===== config.mk =====
export PLATFORM = sky130hd
export DESIGN_NAME = pic_ack_sequencer
export DESIGN_NICKNAME = d
export VERILOG_FILES = /design/src/rtl/pic_pkg.sv /design/src/rtl/pic_prio_rotate.sv /design/src/rtl/pic_ack_sequencer.sv
export SDC_FILE = /design/constraint.sdc
export NUM_CORES = 1
export LEC_CHECK = 0
export ABC_AREA = 1
export BUFFER_PORTS_ARGS = -buffer_cell sky130_fd_sc_hd__buf_4
export CAP_MARGIN = 20
export CORE_ASPECT_RATIO = 1.75
export CORE_MARGIN = 1
export CORE_UTILIZATION = 45
export DETAILED_ROUTE_END_ITERATION = 6
export PLACE_DENSITY = 0.68
export SYNTH_ARGS = -nofsm -noshare
export SYNTH_HDL_FRONTEND = slang
export SYNTH_SLANG_ARGS = --single-unit

===== constraint.sdc =====
create_clock -name CLK -period 4.3 [get_ports CLK]
set_input_delay 0.86 -clock CLK [delete_from_list [all_inputs] [get_ports CLK]]
set_output_delay 0.86 -clock CLK [all_outputs]
set_load 0.05 [all_outputs]

===== src/rtl/pic_pkg.sv =====
// rtl/pic_pkg.sv - shared types and helpers for the interrupt-acknowledge sequencer
package pic_pkg;

    localparam int NUM_IR = 8;
    localparam int LVL_W  = 3;

    typedef logic [LVL_W-1:0] level_t;

    localparam level_t SPURIOUS_LEVEL = 3'd7;

    typedef enum logic [2:0] {
        IDLE  = 3'd0,
        PEND  = 3'd1,
        ACK1  = 3'd2,
        WAIT2 = 3'd3,
        ACK2  = 3'd4
    } state_t;

    // Rank of a level in the rotating ring: 0 = highest priority (LOW_PRIO+1).
    function automatic level_t prio_rank(input level_t lvl, input level_t low_prio);
        return lvl - low_prio - 3'd1;
    endfunction

    function automatic logic [NUM_IR-1:0] lvl_onehot(input level_t lvl);
        return NUM_IR'(1) << lvl;
    endfunction

endpackage


===== src/rtl/pic_prio_rotate.sv =====
// rtl/pic_prio_rotate.sv - combinational rotating find-first over 8 request levels
module pic_prio_rotate
    import pic_pkg::*;
(
    input  logic [NUM_IR-1:0] vec,
    input  level_t            low_prio,
    output logic              valid,
    output level_t            level
);

    // Walk from lowest to highest priority so the highest set bit wins last.
    always_comb begin
        level_t idx;
        idx   = '0;
        valid = 1'b0;
        level = '0;
        for (int i = NUM_IR; i >= 1; i--) begin
            idx = low_prio + level_t'(i);
            if (vec[idx]) begin
                valid = 1'b1;
                level = idx;
            end
        end
    end

endmodule


===== src/rtl/pic_ack_sequencer.sv =====
// rtl/pic_ack_sequencer.sv - single-clock INTA handshake, ISR and EOI control for 8 levels
module pic_ack_sequencer
    import pic_pkg::*;
(
    input  logic              CLK,
    input  logic              RST_N,
    input  logic [NUM_IR-1:0] IRR,
    input  logic [NUM_IR-1:0] IMR,
    input  logic [4:0]        VEC_BASE,
    input  logic              AEOI,
    input  logic              INTA_N,
    input  logic              EOI_VALID,
    input  logic              EOI_SPECIFIC,
    input  logic [2:0]        EOI_LEVEL,
    input  logic              EOI_ROTATE,
    output logic              INT,
    output logic [NUM_IR-1:0] ISR,
    output logic [NUM_IR-1:0] IRR_CLR,
    output logic [7:0]        DOUT,
    output logic              DOUT_OE,
    output logic [2:0]        LOW_PRIO
);

    state_t            state_q, state_d;
    logic              inta_prev_q;
    logic              int_q, int_d;
    logic [NUM_IR-1:0] isr_q, isr_d;
    logic [NUM_IR-1:0] irr_clr_q, irr_clr_d;
    logic [7:0]        dout_q, dout_d;
    logic              dout_oe_q, dout_oe_d;
    level_t            low_q, low_d;
    level_t            lvl_q, lvl_d;
    logic              spur_q, spur_d;

    logic              inta_fall, inta_rise;
    logic [NUM_IR-1:0] req_vec;
    logic              cand_valid, isr_valid, eligible;
    level_t            cand_lvl, isr_lvl;

    assign inta_fall = inta_prev_q & ~INTA_N;
    assign inta_rise = ~inta_prev_q & INTA_N;
    assign req_vec   = IRR & ~IMR;

    pic_prio_rotate u_cand (
        .vec      (req_vec),
        .low_prio (low_q),
        .valid    (cand_valid),
        .level    (cand_lvl)
    );

    pic_prio_rotate u_isr (
        .vec      (isr_q),
        .low_prio (low_q),
        .valid    (isr_valid),
        .level    (isr_lvl)
    );

    // Fully nested: a request only interrupts if it outranks everything in service.
    assign eligible = cand_valid &
                      (~isr_valid | (prio_rank(cand_lvl, low_q) < prio_rank(isr_lvl, low_q)));

    // State and datapath registers with synchronous active-low reset.
    always_ff @(posedge CLK) begin
        if (!RST_N) begin
            state_q     <= IDLE;
            inta_prev_q <= 1'b1;
            int_q       <= 1'b0;
            isr_q       <= '0;
            irr_clr_q   <= '0;
            dout_q      <= '0;
            dout_oe_q   <= 1'b0;
            low_q       <= 3'd7;
            lvl_q       <= '0;
            spur_q      <= 1'b0;
        end else begin
            state_q     <= state_d;
            inta_prev_q <= INTA_N;
            int_q       <= int_d;
            isr_q       <= isr_d;
            irr_clr_q   <= irr_clr_d;
            dout_q      <= dout_d;
            dout_oe_q   <= dout_oe_d;
            low_q       <= low_d;
            lvl_q       <= lvl_d;
            spur_q      <= spur_d;
        end
    end

    // Next state of the two-pulse acknowledge handshake.
    always_comb begin
        state_d = state_q;
        case (state_q)
            IDLE:    if (eligible) state_d = PEND;
            PEND: begin
                if (inta_fall)        state_d = ACK1;
                else if (!cand_valid) state_d = IDLE;
            end
            ACK1:    if (inta_rise) state_d = WAIT2;
            WAIT2:   if (inta_fall) state_d = ACK2;
            ACK2:    if (inta_rise) state_d = IDLE;
            default: state_d = IDLE;
        endcase
    end

    // Outputs, ISR and rotation; EOI clears are taken from the old ISR before any new set.
    always_comb begin
        logic              eoi_hit;
        level_t            eoi_lvl;
        logic [NUM_IR-1:0] clr_mask;
        logic [NUM_IR-1:0] set_mask;

        int_d     = 1'b0;
        irr_clr_d = '0;
        dout_d    = dout_q;
        dout_oe_d = dout_oe_q;
        lvl_d     = lvl_q;
        spur_d    = spur_q;
        low_d     = low_q;
        clr_mask  = '0;
        set_mask  = '0;
        eoi_hit   = 1'b0;
        eoi_lvl   = '0;

        case (state_q)
            IDLE: int_d = eligible;
            PEND: begin
                int_d = cand_valid & ~inta_fall;
                if (inta_fall) begin
                    lvl_d  = cand_valid ? cand_lvl : SPURIOUS_LEVEL;
                    spur_d = ~cand_valid;
                    if (cand_valid) begin
                        set_mask  = lvl_onehot(cand_lvl);
                        irr_clr_d = lvl_onehot(cand_lvl);
                    end
                end
            end
            WAIT2: begin
                if (inta_fall) begin
                    dout_d    = {VEC_BASE, lvl_q};
                    dout_oe_d = 1'b1;
                end
            end
            ACK2: begin
                if (inta_rise) begin
                    dout_d    = '0;
                    dout_oe_d = 1'b0;
                    if (AEOI && !spur_q) clr_mask = lvl_onehot(lvl_q);
                    if (AEOI && EOI_ROTATE) low_d = lvl_q;
                end
            end
            default: ;
        endcase

        if (EOI_VALID) begin
            if (EOI_SPECIFIC) begin
                eoi_hit = isr_q[EOI_LEVEL];
                eoi_lvl = EOI_LEVEL;
            end else begin
                eoi_hit = isr_valid;
                eoi_lvl = isr_lvl;
            end
            if (eoi_hit) begin
                clr_mask = clr_mask | lvl_onehot(eoi_lvl);
                if (EOI_ROTATE) low_d = eoi_lvl;
            end
        end

        isr_d = (isr_q & ~clr_mask) | set_mask;
    end

    assign INT      = int_q;
    assign ISR      = isr_q;
    assign IRR_CLR  = irr_clr_q;
    assign DOUT     = dout_q;
    assign DOUT_OE  = dout_oe_q;
    assign LOW_PRIO = low_q;

endmodule

# Word-level counts from Yosys, hierarchy flattened
# Index checks and enable logic that the tools add are counted.
# classes
n_reduce_logical	8
eq_ne	9
n_addsub	11
bitwise_logic	16
shift	3
mux	99
order_cmp	10
# ops
op	n
$mux W3	31
$mux W8	10
$bmux W1 S3	17
$mux W1	37
$lt A3 B4 Y1 const B	9
$shl A1 B3 Y8 const A	3
$and A8 B8 Y8	2
$not A8 Y8	2
$or A8 B8 Y8	2
$pmux W8 S2	1
$pmux W3 S5	1
$add A3 B3 Y3 const B	4
$ne A2 B2 Y1 const B	4
$add A3 B2 Y3 const B	2
$eq A3 B2 Y1 const B	2
$sub A3 B1 Y3 const B	2
$sub A3 B3 Y3	2
$not A1 Y1	5
$reduce_and A5 Y1	1
$and A1 B1 Y1	4
$pmux W1 S2	2
$add A3 B1 Y3 const B	1
$eq A3 B1 Y1 const B	1
$eq A3 B3 Y1 const B	1
other kinds (9)	10
# totals
out_inout_bits	29
input_bits	31
elab_cells	166
regBits	37

# Longest topological paths before layout
# logic_depth
word_depth	19
mapped_depth	32
mapped_depth_nobuf	30

# Hierarchy
# A second synthesis with hierarchy kept.
# unflattened
hier_cells	542
hier_area_um2	3343.2
# by_module_without_submodules
mod	cells_each	area_each_um2	instances	seq_area_each_um2
pic_ack_sequencer	296	2009.4	1	740.7
pic_prio_rotate	123	666.9	2	0.0

# Worst setup path before layout
# Ideal clock, no wire load.
# synth_path
kind	register to register
start	register low_q[1] (netlist: LOW_PRIO[1])
end	register state_q[0]
arrival_ns	4.310
path_stages_with_launch	30
period_less_slack_ns	4.423
t_required_ns	4.187
setup_slack_ns	-0.123
setup_ns	0.113
path_cell_list	dfxtp_1 -> buf_2 -> inv_1 -> buf_4 -> ha_1 -> buf_2 -> buf_2 -> o211ai_1 -> nand2_1 -> inv_1 -> nand2_1 -> nand3_1 -> nand2_1 -> nand2_1 -> nand2_1 -> nand2_1 -> nand2_2 -> ha_1 -> fa_1 -> xnor2_1 -> xor2_1 -> ha_1 -> a21oi_1 -> nand2_1 -> o21ai_1 -> nand2_1 -> nand2_1 -> nand3_2 -> nor2_1 -> nor2_1
# synth_between
elab_chain_cells	17
word_cells_on_any_way	82
cone_classes	add/sub: 11; order compare: 1; eq/ne: 2; mux: 64; bitwise: 3; reduce/logical: 1
# synth_lines
element	line	text
from (decl)	pic_ack_sequencer.sv:31	level_t low_q, low_d;
from (signal assigned)	pic_ack_sequencer.sv:83	low_q <= low_d;
$add A3 B3 Y3 / $bmux W1 S3 (equally long branches)	pic_prio_rotate.sv:18, pic_prio_rotate.sv:19	
$bmux W1 S3 / $mux W1 (equally long branches)	pic_prio_rotate.sv:19	if (vec[idx]) begin
$mux W1 (implied by the code) / $mux W3 (equally long branches)	pic_prio_rotate.sv:19	
$mux W3 (7 in a row)	pic_prio_rotate.sv:19	
$sub A3 B3 Y3	pic_pkg.sv:21	return lvl - low_prio - 3'd1;
$sub A3 B1 Y3	pic_pkg.sv:21	
$lt A3 B3 Y1	pic_ack_sequencer.sv:60	(~isr_valid | (prio_rank(cand_lvl, low_q) < prio_rank(isr_lvl, low_q)));
$or A1 B1 Y1	pic_ack_sequencer.sv:60	
$and A1 B1 Y1	pic_ack_sequencer.sv:59	assign eligible = cand_valid &
$ne A2 B2 Y1 (no source line)	-	
$reduce_and A5 Y1 (no source line) *	-	
to (signal assigned)	pic_ack_sequencer.sv:76	state_q <= state_d;
to (decl)	pic_ack_sequencer.sv:24	state_t state_q, state_d;
# Every way passes the cells marked *; elsewhere a longest branch is shown, timed or not. The select of a mux whose other input is x is not followed.
# A chain may end at the register's enable or synchronous reset.

# Final worst setup path
# layout_path
start	register low_q[0] (netlist: LOW_PRIO[0])
end	register state_q[1]
# Same word-level chain as after synthesis.

==> impl_metrics.tcl <==
set metrics [dict create \
    num_rows 40 \
    hpwlAfterDp_mm 7.59 \
    timing.rr.start "LOW_PRIO[0]" \
    ir_drop_v 0.000430 \
    finalClockSkew_ns 0.00317 \
    synth-seq-area-share_pct 23.3 \
    p_comb_share_pct 63.3 \
    worst_pin_slew_ns 0.524 \
    power.total_w 0.00212 \
    synth_area_leaders "nand2_1 24%, dfxtp_1 23%, nand3_1 10%" \
    gp_congestion 0.962 \
    io_buffers 59 \
    fp.dieH_um 113 \
    post-route-min-period_ns 3.96 \
    initial_core_util_pct 46.3 \
    root_buffer "clkbuf_16" \
    synthArstFlopShare_pct 0 \
    avgSynthCellArea_sq_um 5.86 \
    cpMaxStageDelayCell "fa_1" \
    grt_max_degree 23 \
    drt-total-wl_mm 9.35 \
    grt_pass1_wl_mm 15.0 \
    multi_input_area_sq_mm 0.00206 \
    hp-class "flip-flop to flip-flop" \
    io_pins 60 \
    drtIter0Drc 218 \
    numCtsBuffers 5 \
    period_share_pct 92.2 \
    clock_latency_ns 0.28 \
    syn_inst 542 \
    grt.total_usage_pct 26.6 \
    worst_slack_ns 0.335 \
    area_growth_pct 21.9 \
    via_per_inst 5.18 \
    num_antenna_cells 0 \
    synth_seq_cells 37 \
    cp-start-kind "flip-flop" \
    post_drt_wl_per_cell_um 13.6 \
    slew_headroom_pct 64.8 \
    ant_nets 0 \
    net-switching-power_w 0.00106 \
    synth_top_area_share_pct 23.6 \
    fin_setup_tns_ns 0 \
    top_layer "met4" \
    crit_type "flip-flop to flip-flop" \
    clkSinkCount 37 \
    synthMostInstantiatedCell "nand2_1" \
    grt-ovfl-total 0 \
    post_synth_num_cell_types 42 \
    vias 3566 \
    synthTopCellsByCount "200 x nand2_1, 67 x inv_1, 65 x nand3_1" \
    path_max_fanout 9 \
    wirelength_met1_mm 3.32 \
    p_per_area_mw_per_mm2 547 \
    pwr-share-clk_pct 17.0 \
    met3_length_um 393 \
    synth_edf_count 0 \
    nFillCells 712 \
    status "complete, no violations" \
    first_pass_iters 5 \
    cts_max_level 2 \
    drv_cap 0 \
    final-setup-viol-count 0 \
    seq_power_share_pct 19.8 \
    fmax_ghz 0.252 \
    regArea_sq_um 742 \
    die_w_um 65.5 \
    slowest_delay_ns 0.37 \
    final_nets 644 \
    post-cts-setup-buffers 0 \
    final_hold_viol_count 0 \
    p_sw_share_pct 49.9 \
    core_sq_mm 0.00686 \
    crit_top_cell "nand2_1" \
    cts_tree "done" \
    drcViolationCount 0 \
    drive_gt1_share_pct 19.3 \
    antenna_found_initial 0 \
    endpoint_kind "flip-flop" \
    pre_cts_slack_ns 0.213 \
    timing.hold.ws_ns 0.467 \
    ys.flop_type "dfxtp_1" \
    p_leak_nw 2.15 \
    hp-start "DOUT_OE" \
    postSynthNetCount 581 \
    critPathLaunch "LOW_PRIO[0]" \
    critPathRequiredTime_ns 4.48 \
    slew_viol_final 0 \
    dr_wl_met2_mm 5.13 \
    yosys_warnings 0 \
    syn_area_sq_mm 0.00317 \
    cp_data_arrival_time_ns 4.15 \
    rsz0062_at_grt "false" \
    grt_pass1_vias 3390 \
    synth_top_area_cell "nand2_1" \
    clkTransAtPathRegs_ns 0.05 \
    clockBufferDepth 2 \
    dieArea_sq_mm 0.00741 \
    p_int_w 0.00106 \
]
## power by group through the flow
stage / clock network (W) / logic [W] / registers [W]
final: 0.000359 / 0.00134 / 0.000418
after global routing: 0.000373 / 0.00149 / 0.000424
after CTS: 0.000366 / 0.00134 / 0.000418
after detailed placement: 0 / 0.00133 / 0.000425
after global placement: 0 / 0.00131 / 0.000424
after floorplan: 0 / 0.000923 / 0.000492
## what timing repair did
item	CTS	global route
endpoints found under the setup margin	0	2
gates resized for setup	0	1
hold buffers	0	0
endpoints found under the hold margin	0	0
## cell usage in the layout (no fill, tap or decap), types with 3 or more instances in the layout
master     synthesis  final
nand2_1          200    200
buf_4              2     68
inv_1             67     67
nand3_1           65     65
dfxtp_1           37     36
nor2_1            29     29
a21oi_1           27     27
o211ai_1          14     14
nand2_2           13     13
o21ai_0           11     11
inv_2              9      9
nand3_2            8      8
ha_1               6      6
nand4_1            5      5
clkbuf_16          0      5
xor2_1             4      4
nor3_1             4      4
o21ai_1            3      3
clkinv_1           4      3
## final timing paths
check,to,slack (ns),cells after the start
worst max register to register,state_q[1],0.34,28
worst min-delay path,DOUT_OE,0.47,2
worst min register to register,DOUT_OE,0.47,2
worst max-delay path,state_q[1],0.34,28
## cell families (layout without fill, tap and decap cells)
| group | Yosys count | in the layout | synth area share (%) |
|---|---|---|---|
| flip-flops | 37 | 37 | 23.3 |
| AND/OR/NAND/NOR | 333 | 333 | 46.5 |
| XOR/XNOR | 7 | 7 | 2.17 |
| buffers and inverters | 93 | 156 | 11.8 |
| adder cells (fa/ha/maj) | 8 | 8 | 3.63 |
| AO/OA/AOI/OAI | 64 | 64 | 12.6 |
## registers in the layout, summed over array words and instances, names as in the netlist
| name | cells |
|---|---|
| IRR_CLR | 8 |
| spur_q | 1 |
| lvl_q | 3 |
| inta_prev_q | 1 |
| DOUT_OE | 1 |
| state_q | 3 |
| DOUT | 8 |
| LOW_PRIO | 3 |
| INT | 1 |
| ISR | 8 |
## routing by layer
metal | vias to the layer above | track usage, %
met5 | - | 0
met4 | 0 | 16.1
met3 | 35 | 2.92
met2 | 119 | 51.8
met1 | 1550 | 25.1
li1 | 1862 | -
## worst max-delay path: cells and delay by family (launching register included)
kind            cells  cell delay (ns)
compound gates      2             0.25
fa+ha+maj           4             1.20
buf+inv             3             0.34
flops               1             0.35
xor+xnor            2             0.33
simple gates       17             1.38
## per-stage QoR
stage                     utilization [%]  cells  area (sq um)
after floorplan                         -    542          3180
after global placement               54.3    682          3720
after detailed placement             54.3    682          3720
after CTS                            56.4    689          3860
after global routing                 56.4    689          3870
final                                56.4    689          3870
## area by class of cell
type	count	share of cell area, %
clock buffer	7	3.69
inverter	81	7.99
multi-input combinational	412	53.2
sequential	37	19.2
tap	84	2.72
timing repair buffer	68	13.2
No activity file was read; power rests on OpenSTA's default activity.
